<file path="config.mk">
export PLATFORM = sky130hd
export DESIGN_NAME = pbuf2ddr
export DESIGN_NICKNAME = d
export VERILOG_FILES = /design/src/rtl/pbuf2ddr_pkg.sv /design/src/rtl/pbuf2ddr_fifo.sv /design/src/rtl/pbuf2ddr.sv
export SDC_FILE = /design/constraint.sdc
export NUM_CORES = 1
export LEC_CHECK = 0
export ABC_AREA = 1
export CAP_MARGIN = 0
export CORE_ASPECT_RATIO = 1.75
export CORE_MARGIN = 4
export CORE_UTILIZATION = 30
export DETAILED_ROUTE_END_ITERATION = 16
export GPL_TIMING_DRIVEN = 0
export PLACE_DENSITY_LB_ADDON = 0.12
export SLEW_MARGIN = 40
export SYNTH_ARGS = -nofsm -noshare
export SYNTH_HDL_FRONTEND = slang
export SYNTH_SLANG_ARGS = --single-unit
</file>
<file path="constraint.sdc">
create_clock -name clk -period 4.3 [get_ports clk]
set_clock_uncertainty 0.1 [all_clocks]
set_input_delay 0.645 -clock clk [delete_from_list [all_inputs] [get_ports clk]]
set_output_delay 0.645 -clock clk [all_outputs]
set_load 0.02 [all_outputs]
</file>
<file path="src/rtl/pbuf2ddr_pkg.sv">
// Shared widths, helpers and types for the pbuf-to-DDR readback path.
package pbuf2ddr_pkg;

  localparam int unsigned DDR_W  = 64;
  localparam int unsigned DATA_W = 16;
  localparam int unsigned BATCH  = 4;

  // Bits needed to index n items; never less than one.
  function automatic int unsigned bw(input int unsigned n);
    return (n <= 2) ? 1 : $clog2(n);
  endfunction

  typedef enum logic [1:0] {StIdle, StIssue, StDrain} pbuf2ddr_state_t;

  typedef struct packed {
    logic       valid;
    logic [1:0] bank;
  } rd_tag_t;

endpackage

</file>
<file path="src/rtl/pbuf2ddr_fifo.sv">
// Synchronous FIFO with occupancy count; push into a full FIFO is allowed only alongside a pop.
module pbuf2ddr_fifo import pbuf2ddr_pkg::*; #(
  parameter int unsigned WIDTH = DDR_W,
  parameter int unsigned DEPTH = 4
) (
  input  logic                     clk,
  input  logic                     rst,
  input  logic                     push,
  input  logic [WIDTH-1:0]         push_data,
  input  logic                     pop,
  output logic [WIDTH-1:0]         pop_data,
  output logic                     empty,
  output logic [bw(DEPTH+1)-1:0]   count
);

  localparam int unsigned PtrW = bw(DEPTH);

  logic [WIDTH-1:0] mem_q [DEPTH];
  logic [PtrW-1:0]  wr_ptr_q, rd_ptr_q;
  logic             full, do_push, do_pop;

  function automatic logic [PtrW-1:0] inc_ptr(input logic [PtrW-1:0] p);
    return (32'(p) == DEPTH - 1) ? '0 : p + 1'b1;
  endfunction

  assign empty    = (count == '0);
  assign full     = (32'(count) == DEPTH);
  assign do_pop   = pop && !empty;
  assign do_push  = push && (!full || do_pop);
  assign pop_data = mem_q[rd_ptr_q];

  always_ff @(posedge clk) begin
    if (rst) begin
      wr_ptr_q <= '0;
      rd_ptr_q <= '0;
      count    <= '0;
    end else begin
      if (do_push) wr_ptr_q <= inc_ptr(wr_ptr_q);
      if (do_pop)  rd_ptr_q <= inc_ptr(rd_ptr_q);
      if (do_push && !do_pop)      count <= count + 1'b1;
      else if (!do_push && do_pop) count <= count - 1'b1;
    end
  end

  always_ff @(posedge clk) begin
    if (do_push) mem_q[wr_ptr_q] <= push_data;
  end

endmodule

</file>
<file path="src/rtl/pbuf2ddr.sv">
// Streams the four pbuf banks to the DDR write channel, address-major / bank-minor.
// Define PBUF2DDR_CLEAR_EN to zero every word as it is read out.
module pbuf2ddr import pbuf2ddr_pkg::*; #(
  parameter int unsigned BUF_DEPTH  = 256,
  parameter int unsigned ADDR_W     = bw(BUF_DEPTH),
  parameter int unsigned RD_LAT     = 2,
  parameter int unsigned FIFO_DEPTH = 4
) (
  input  logic                         clk,
  input  logic                         rst,
  input  logic                         start,
  output logic                         done,
  input  logic [7:0]                   conf_trans_num,
  input  logic [3:0]                   conf_bank_mask,
  output logic [3:0][ADDR_W-1:0]       pbuf_rd_addr,
  output logic [3:0]                   pbuf_rd_en,
  input  logic [3:0][DDR_W-1:0]        pbuf_rd_data,
  output logic [DDR_W-1:0]             ddr_data,
  output logic                         ddr_valid,
  input  logic                         ddr_ready
`ifdef PBUF2DDR_CLEAR_EN
  ,
  output logic [3:0][ADDR_W-1:0]       pbuf_wr_addr,
  output logic [3:0][DDR_W-1:0]        pbuf_wr_data,
  output logic [3:0]                   pbuf_wr_en
`endif
);

  localparam int unsigned CntW = bw(FIFO_DEPTH + 1);

  pbuf2ddr_state_t state_q, state_d;
  logic [ADDR_W-1:0] addr_cnt_q;
  logic [1:0]        bank_cnt_q;
  logic [7:0]        trans_num_q;
  logic [3:0]        mask_q;
  rd_tag_t           pipe_q [RD_LAT];
  logic [CntW-1:0]   fifo_count;
  logic              fifo_empty, credit, slot_go, rd_fire, last_slot;
  int unsigned       inflight;

  // Credit counts reads still in the pipe so the FIFO can never overflow.
  always_comb begin
    inflight = 0;
    for (int i = 0; i < RD_LAT; i++) inflight = inflight + 32'(pipe_q[i].valid);
    credit    = (32'(fifo_count) + inflight) < FIFO_DEPTH;
    last_slot = (bank_cnt_q == 2'd3) && (32'(addr_cnt_q) == 32'(trans_num_q));
  end

  always_ff @(posedge clk) begin
    if (rst) state_q <= StIdle;
    else     state_q <= state_d;
  end

  always_comb begin
    state_d = state_q;
    unique case (state_q)
      StIdle:  if (start) state_d = StIssue;
      StIssue: if (credit && last_slot) state_d = StDrain;
      StDrain: if (inflight == 0 && fifo_empty) state_d = StIdle;
      default: state_d = StIdle;
    endcase
  end

  always_comb begin
    done       = (state_q == StIdle);
    slot_go    = (state_q == StIssue) && credit;
    rd_fire    = slot_go && mask_q[bank_cnt_q];
    pbuf_rd_en = '0;
    if (rd_fire) pbuf_rd_en[bank_cnt_q] = 1'b1;
    for (int b = 0; b < 4; b++) pbuf_rd_addr[b] = addr_cnt_q;
  end

  always_ff @(posedge clk) begin
    if (rst) begin
      addr_cnt_q  <= '0;
      bank_cnt_q  <= '0;
      trans_num_q <= '0;
      mask_q      <= '0;
    end else if (state_q == StIdle && start) begin
      addr_cnt_q  <= '0;
      bank_cnt_q  <= '0;
      trans_num_q <= conf_trans_num;
      mask_q      <= conf_bank_mask;
    end else if (slot_go) begin
      bank_cnt_q <= bank_cnt_q + 2'd1;
      if (bank_cnt_q == 2'd3) addr_cnt_q <= addr_cnt_q + 1'b1;
    end
  end

  // Tag pipe mirrors the pbuf read latency; clearing it on reset drops stale returns.
  always_ff @(posedge clk) begin
    if (rst) begin
      for (int i = 0; i < RD_LAT; i++) pipe_q[i] <= '0;
    end else begin
      pipe_q[0] <= '{valid: rd_fire, bank: bank_cnt_q};
      for (int i = 1; i < RD_LAT; i++) pipe_q[i] <= pipe_q[i-1];
    end
  end

  pbuf2ddr_fifo #(
    .WIDTH (DDR_W),
    .DEPTH (FIFO_DEPTH)
  ) u_fifo (
    .clk       (clk),
    .rst       (rst),
    .push      (pipe_q[RD_LAT-1].valid),
    .push_data (pbuf_rd_data[pipe_q[RD_LAT-1].bank]),
    .pop       (ddr_valid && ddr_ready),
    .pop_data  (ddr_data),
    .empty     (fifo_empty),
    .count     (fifo_count)
  );

  assign ddr_valid = !fifo_empty;

`ifdef PBUF2DDR_CLEAR_EN
  always_comb begin
    pbuf_wr_en   = pbuf_rd_en;
    pbuf_wr_addr = pbuf_rd_addr;
    pbuf_wr_data = '0;
  end
`endif

endmodule

</file>
==> flow_summary.ini, run 1 <==
[run_status]
status = finished clean

[sta]
period_share_pct = 84.78
worst-slew-pin-transition_ns = 0.7995
relSlewSlack_pct = 46.70
finalHoldViolCount = 0
fmax_mhz = 274.3
finalCriticalPeriod_ns = 3.645
slew_viol_final = 0
fin_hold_ws_ns = 0.3022
setup_violations = 0
rsz0062_at_grt = false
layout_setup_ws_ns = 0.6545

[die]
placementRows = 102
die_h_um = 287.3
fp.dieArea_um2 = 48150
num_io_pins = 374
core_um2 = 44160
die-width_um = 167.6
start_util_pct = 30.28

[pwr]
intPower_uw = 5975
p_sw_share_pct = 33.60
ir_drop_mv = 0.2830
finalPower_uw = 8998
p_leak_uw = 0.006712
clock_power_share_pct = 28.8
pwr-share-seq_pct = 35.8
p_per_area_nw_per_um2 = 467.8
switchingPower_uw = 3024
pwr-share-comb_pct = 35.5

[worst_setup_path]
cp-end-kind = output port
cp-start-kind = register
timing.critical_path.cells = buf_2 > clkbuf_1 > o21ai_0 > o22ai_1 > clkdlybuf4s50_1
cpPeakStageDelay_ns = 0.69
cp.required_ns = 3.56
cpMaxStageDelayCell = clkdlybuf4s50_1
path_max_fanout = 10
path_class = register to output port
crit_family = buffers and inverters
crit_arrival_ns = 2.90
crit_buf_inv = 3

[synthesis]
yosysWarnings = 0
synthFlopType = edfxtp_1
ys_seq_elements = 295
yosys.cell_types.count = 35
netlist_area_um2 = 13370
yosysSeqAreaShare_pct = 63.32
synth_cells = 1263
synth.avg_cell_area_um2 = 10.59
synth_async_sr_flop_share_pct = 0
synth_nets = 1550
synth_edf_count = 256

[job]
drv_cap = 0

[global_route]
grt_use_met3_pct = 4.913
grt_pass1_vias = 11650
grt.met2_usage_pct = 37.77
grt_usage_pct = 20.53
antenna_found_initial = 1
grt_use_met1_pct = 22.97
grt_max_degree = 17
top_usage_layer = met2
overflow = 0
grt_pass1_wl_mm = 74.69

[drt]
postRouteAntennaNets = 0
drtPass1Iterations = 5
drc = 0
wirelength_mm = 51.91
viasPerCell = 5.006
drt_iter0_markers = 625
dr_total_vias = 11410
wire_per_inst_um = 22.77

[cells_and_area]
drive_gt1_share_pct = 8.963
final_common_cell = clkdlybuf4s50_1
syn_to_final_growth_pct = 43.84
stdcell_area_um2 = 19240
num-fill-cells = 4231
stdcell_count = 2280
layout.nets = 1972
layout_common_cells = clkdlybuf4s50_1 (373), nor2_1 (294), edfxtp_1 (256)

[min_path]
hold_class = register to register

[clocking]
post-cts-setup-buffers = 0
clk_latency_ns = 0.55
cts_inserted_buffers = 28
cts.sinks = 295
cts_tree = done
clkTransAtPathRegs_ns = 0.07
cts.path.max_buffers = 3
cts_max_level = 1
clockRootBuffer = clkbuf_16
cts_resized = 0
cts-hold-fix-buffers = 0

[placed_design]
portBuffers = 373
dpl.cell_count = 2227
hpwl_mm = 39.38
gp_congestion = 0.8622
place_area_um2 = 18260
dp_slack_ns = 1.106
[worst reg2reg max path: stages, from the launching register on]
cell and delay, ns:
dfxtp_1 0.46, buf_4 0.29, clkbuf_1 0.49, o21ai_0 0.29
o22ai_1 0.62
[final timing paths]
path	endpoint	cells after the start	startpoint	slack (ns)
worst max-delay path	ddr_data[42]	5	register	0.65
worst min-delay path	pipe_q[0][4]	2	pipe_q[0][1]	0.30
worst max register to register	u_fifo.mem_q[1][42]	4	pipe_q[0][3]	1.75
worst min register to register	pipe_q[0][4]	2	pipe_q[0][1]	0.30
[state kept, by name, indices dropped and copies added (netlist names), named ones only]
signal	flops
u_fifo.mem_q	256
addr_cnt_q	8
trans_num_q	8
pipe_q	6
mask_q	4
u_fifo.count	3
bank_cnt_q	2
state_q	2
u_fifo.rd_ptr_q	2
u_fifo.wr_ptr_q	2
[synthesized netlist by cell type, types with 2 or more instances]
library cell | n | area (µm²)
nor2_2 | 2 | 12.51
a21oi_2 | 2 | 17.52
nand4_1 | 3 | 18.77
xor2_1 | 3 | 26.28
ha_1 | 14 | 175.2
nand3_1 | 9 | 45.04
o21ai_0 | 249 | 1246
nand2_1 | 37 | 138.9
buf_2 | 8 | 40.04
nor2_1 | 298 | 1119
inv_2 | 7 | 26.28
clkbuf_1 | 45 | 168.9
xnor2_1 | 2 | 17.52
inv_1 | 38 | 142.6
o22ai_1 | 129 | 807.0
nor2_4 | 2 | 22.52
buf_6 | 14 | 157.7
o21ai_1 | 32 | 160.2
dfxtp_1 | 39 | 780.8
edfxtp_1 | 256 | 7687
buf_4 | 42 | 315.3
a21oi_1 | 19 | 95.09
[area by class of cell]
| cell class | count | area, µm² | area share [%] |
|---|---|---|---|
| multi-input cells | 813 | 4080 | 21.21 |
| plain buffers | 110 | 686.9 | 3.571 |
| flip-flops and latches | 295 | 8468 | 44.02 |
| diodes | 1 | 2.502 | 0.01301 |
| repair buffers | 392 | 4144 | 21.54 |
| clock inverters | 17 | 201.4 | 1.047 |
| inverters | 45 | 168.9 | 0.8781 |
| clock buffers | 35 | 768.2 | 3.994 |
| well taps | 572 | 715.7 | 3.721 |
[cells by family (layout without fill, tap and decap cells)]
| kind of cell | count (synthesis) | in the layout | synth area share [%] |
|---|---|---|---|
| compound gates | 435 | 435 | 17.65 |
| simple gates | 358 | 358 | 10.85 |
| other cells | 0 | 1 | 0 |
| flops | 295 | 295 | 63.32 |
| fa+ha+maj | 15 | 15 | 1.460 |
| xor+xnor | 5 | 5 | 0.3275 |
| buf+inv | 155 | 599 | 6.390 |
[power groups by stage]
stage	Sequential [µW]	Clock, µW	Combinational [µW]
floorplan	3270	0	1560
global placement	3280	0	3230
detailed placement	3280	0	3260
CTS	3220	2650	3270
global route	3220	2760	3420
finish	3220	2590	3190
[layer usage]
metal	vias to the layer above	wire, µm
met5	-	11
met3	77	3992
met1	5452	19300
li1	5379	-
met4	2	1902
met2	504	26710
[metrics by stage]
| stage | util [%] | setup TNS [ns] |
|---|---|---|
| 5_1_grt | 43.56 | 0 |
| 6_report | 43.56 | 0 |
| 3_5_place_dp | 41.36 | 0 |
| 3_3_place_gp | 40.36 | -806.03 |
| 4_1_cts | 43.56 | 0 |
| 2_1_floorplan | - | 0 |
Note: power is estimated with default switching activity, not from simulation.
==> run 2: changes to the inputs <==
==> constraint.sdc (replaced) <==
create_clock -name clk -period 3.1 [get_ports clk]
set_clock_uncertainty 0.1 [all_clocks]
set_input_delay 0.465 -clock clk [delete_from_list [all_inputs] [get_ports clk]]
set_output_delay 0.465 -clock clk [all_outputs]
set_load 0.02 [all_outputs]
==> flow_summary.ini, run 2 (synthesis results as in run 1) <==
[worst_setup_path]
path_max_fanout = 10
cp.required_ns = 2.53
cp-start-kind = register
cp-end-kind = output port
path_class = register to output port
crit_arrival_ns = 2.42

[clocking]
cts_inserted_buffers = 28
post-cts-setup-buffers = 0
cts.sinks = 295
cts.path.max_buffers = 3
cts_tree = done
clkTransAtPathRegs_ns = 0.07
clockRootBuffer = clkbuf_16
cts_max_level = 1
clk_latency_ns = 0.55

[die]
die-width_um = 167.6
fp.dieArea_um2 = 48150
start_util_pct = 30.28
num_io_pins = 374
placementRows = 102
core_um2 = 44160
die_h_um = 287.3

[sta]
rsz0062_at_grt = false
worst-slew-pin-transition_ns = 0.8031
setup_violations = 0
relSlewSlack_pct = 46.46
finalHoldViolCount = 0
slew_viol_final = 0
final.setup.tns_ns = 0
fmax_mhz = 335.5
period_share_pct = 96.14
finalCriticalPeriod_ns = 2.980

[drt]
drtPass1Iterations = 5
postRouteAntennaNets = 0
drc = 0
drt_iter0_markers = 636
viasPerCell = 4.992
wirelength_mm = 51.99
wire_per_inst_um = 22.80
dr_total_vias = 11380

[job]
drv_cap = 0

[pwr]
ir_drop_mv = 0.3908
p_per_area_nw_per_um2 = 638.0
p_leak_uw = 0.007051

[cells_and_area]
syn_to_final_growth_pct = 44.21
num-fill-cells = 4237
top_regs = u_fifo.mem_q (256), addr_cnt_q (8), trans_num_q (8)
largest_register_ff_count = 256
layout_common_cells = clkdlybuf4s50_1 (309), nor2_1 (294), edfxtp_1 (256)
layout.nets = 1972
drive_gt1_share_pct = 10.60
regMostFlops = u_fifo.mem_q
final_common_cell = clkdlybuf4s50_1
stdcell_area_um2 = 19280

[placed_design]
place_area_um2 = 18260
hpwl_mm = 39.38
gp_congestion = 0.8622
portBuffers = 373

[global_route]
grt_max_degree = 17
grt_pass1_wl_mm = 74.72
overflow = 0
grt_usage_pct = 20.55
grt_pass1_vias = 11650
antenna_found_initial = 1

[min_path]
hold_class = register to register

[run_status]
status = finished clean
run 2: power by group:
| group | internal, µW | switching, µW |
|---|---|---|
| clock | 2100 | 1490 |
| combinational | 1590 | 2660 |
| sequential | 4410 | 48.4 |
run 2: critical path: stages, from the launching register on:
cell             delay, ns
dfxtp_1               0.39
buf_4                 0.23
buf_4                 0.22
buf_4                 0.22
nor2_1                0.07
o22ai_1               0.12
clkdlybuf4s50_1       0.62
run 2: final cells by class:
cell class / count / area [µm²] / area share [%]
antenna: 1 / 2.502 / 0.01298
buffer: 110 / 719.4 / 3.731
clock buffer: 35 / 768.2 / 3.984
clock inverter: 17 / 201.4 / 1.045
inverter: 45 / 168.9 / 0.8759
multi-input combinational: 813 / 4105 / 21.29
sequential: 295 / 8468 / 43.91
tap: 572 / 715.7 / 3.711
timing repair buffer: 392 / 4135 / 21.44
run 2: repair_timing:
| item | 4_1_cts | 5_1_grt |
|---|---|---|
| endpoints found under the setup margin | 68 | 28 |
| hold buffers | 0 | 0 |
| gates cloned | 0 | 0 |
| gates resized for setup | 68 | 33 |
run 2: per-stage QoR:
| step | setup slack, ns | instances | power, µW | util [%] | hold slack, ns |
|---|---|---|---|---|---|
| after global placement | -4.216 | 2208 | 9030 | 40.36 | 0.2990 |
| after floorplan | -0.8838 | 1263 | 6704 | - | 0.2883 |
| final | 0.1195 | 2280 | 12300 | 43.67 | 0.3035 |
| after global routing | 0.004243 | 2279 | 12860 | 43.67 | 0.3315 |
| after CTS | 0.004682 | 2279 | 12520 | 43.57 | 0.3035 |
| after detailed placement | 0.08601 | 2227 | 9073 | 41.36 | 0.2959 |
run 2: final timing paths:
| path | start | endpoint | slack (ns) | cells past startpoint |
|---|---|---|---|---|
| worst max-delay path | register | ddr_data[20] | 0.12 | 6 |
| worst min-delay path | pipe_q[0][1] | pipe_q[0][4] | 0.30 | 2 |
| worst max register to register | pipe_q[0][3] | u_fifo.mem_q[1][42] | 0.52 | 4 |
| worst min register to register | pipe_q[0][1] | pipe_q[0][4] | 0.30 | 2 |
run 2: metal layers:
metal / vias up / wire length [µm] / global-route usage, %
li1: 5383 / - / -
met1: 5445 / 19470 / 22.93
met2: 476 / 26810 / 37.73
met3: 75 / 3856 / 5.050
met4: 2 / 1845 / 7.411
met5: - / 8 / 0
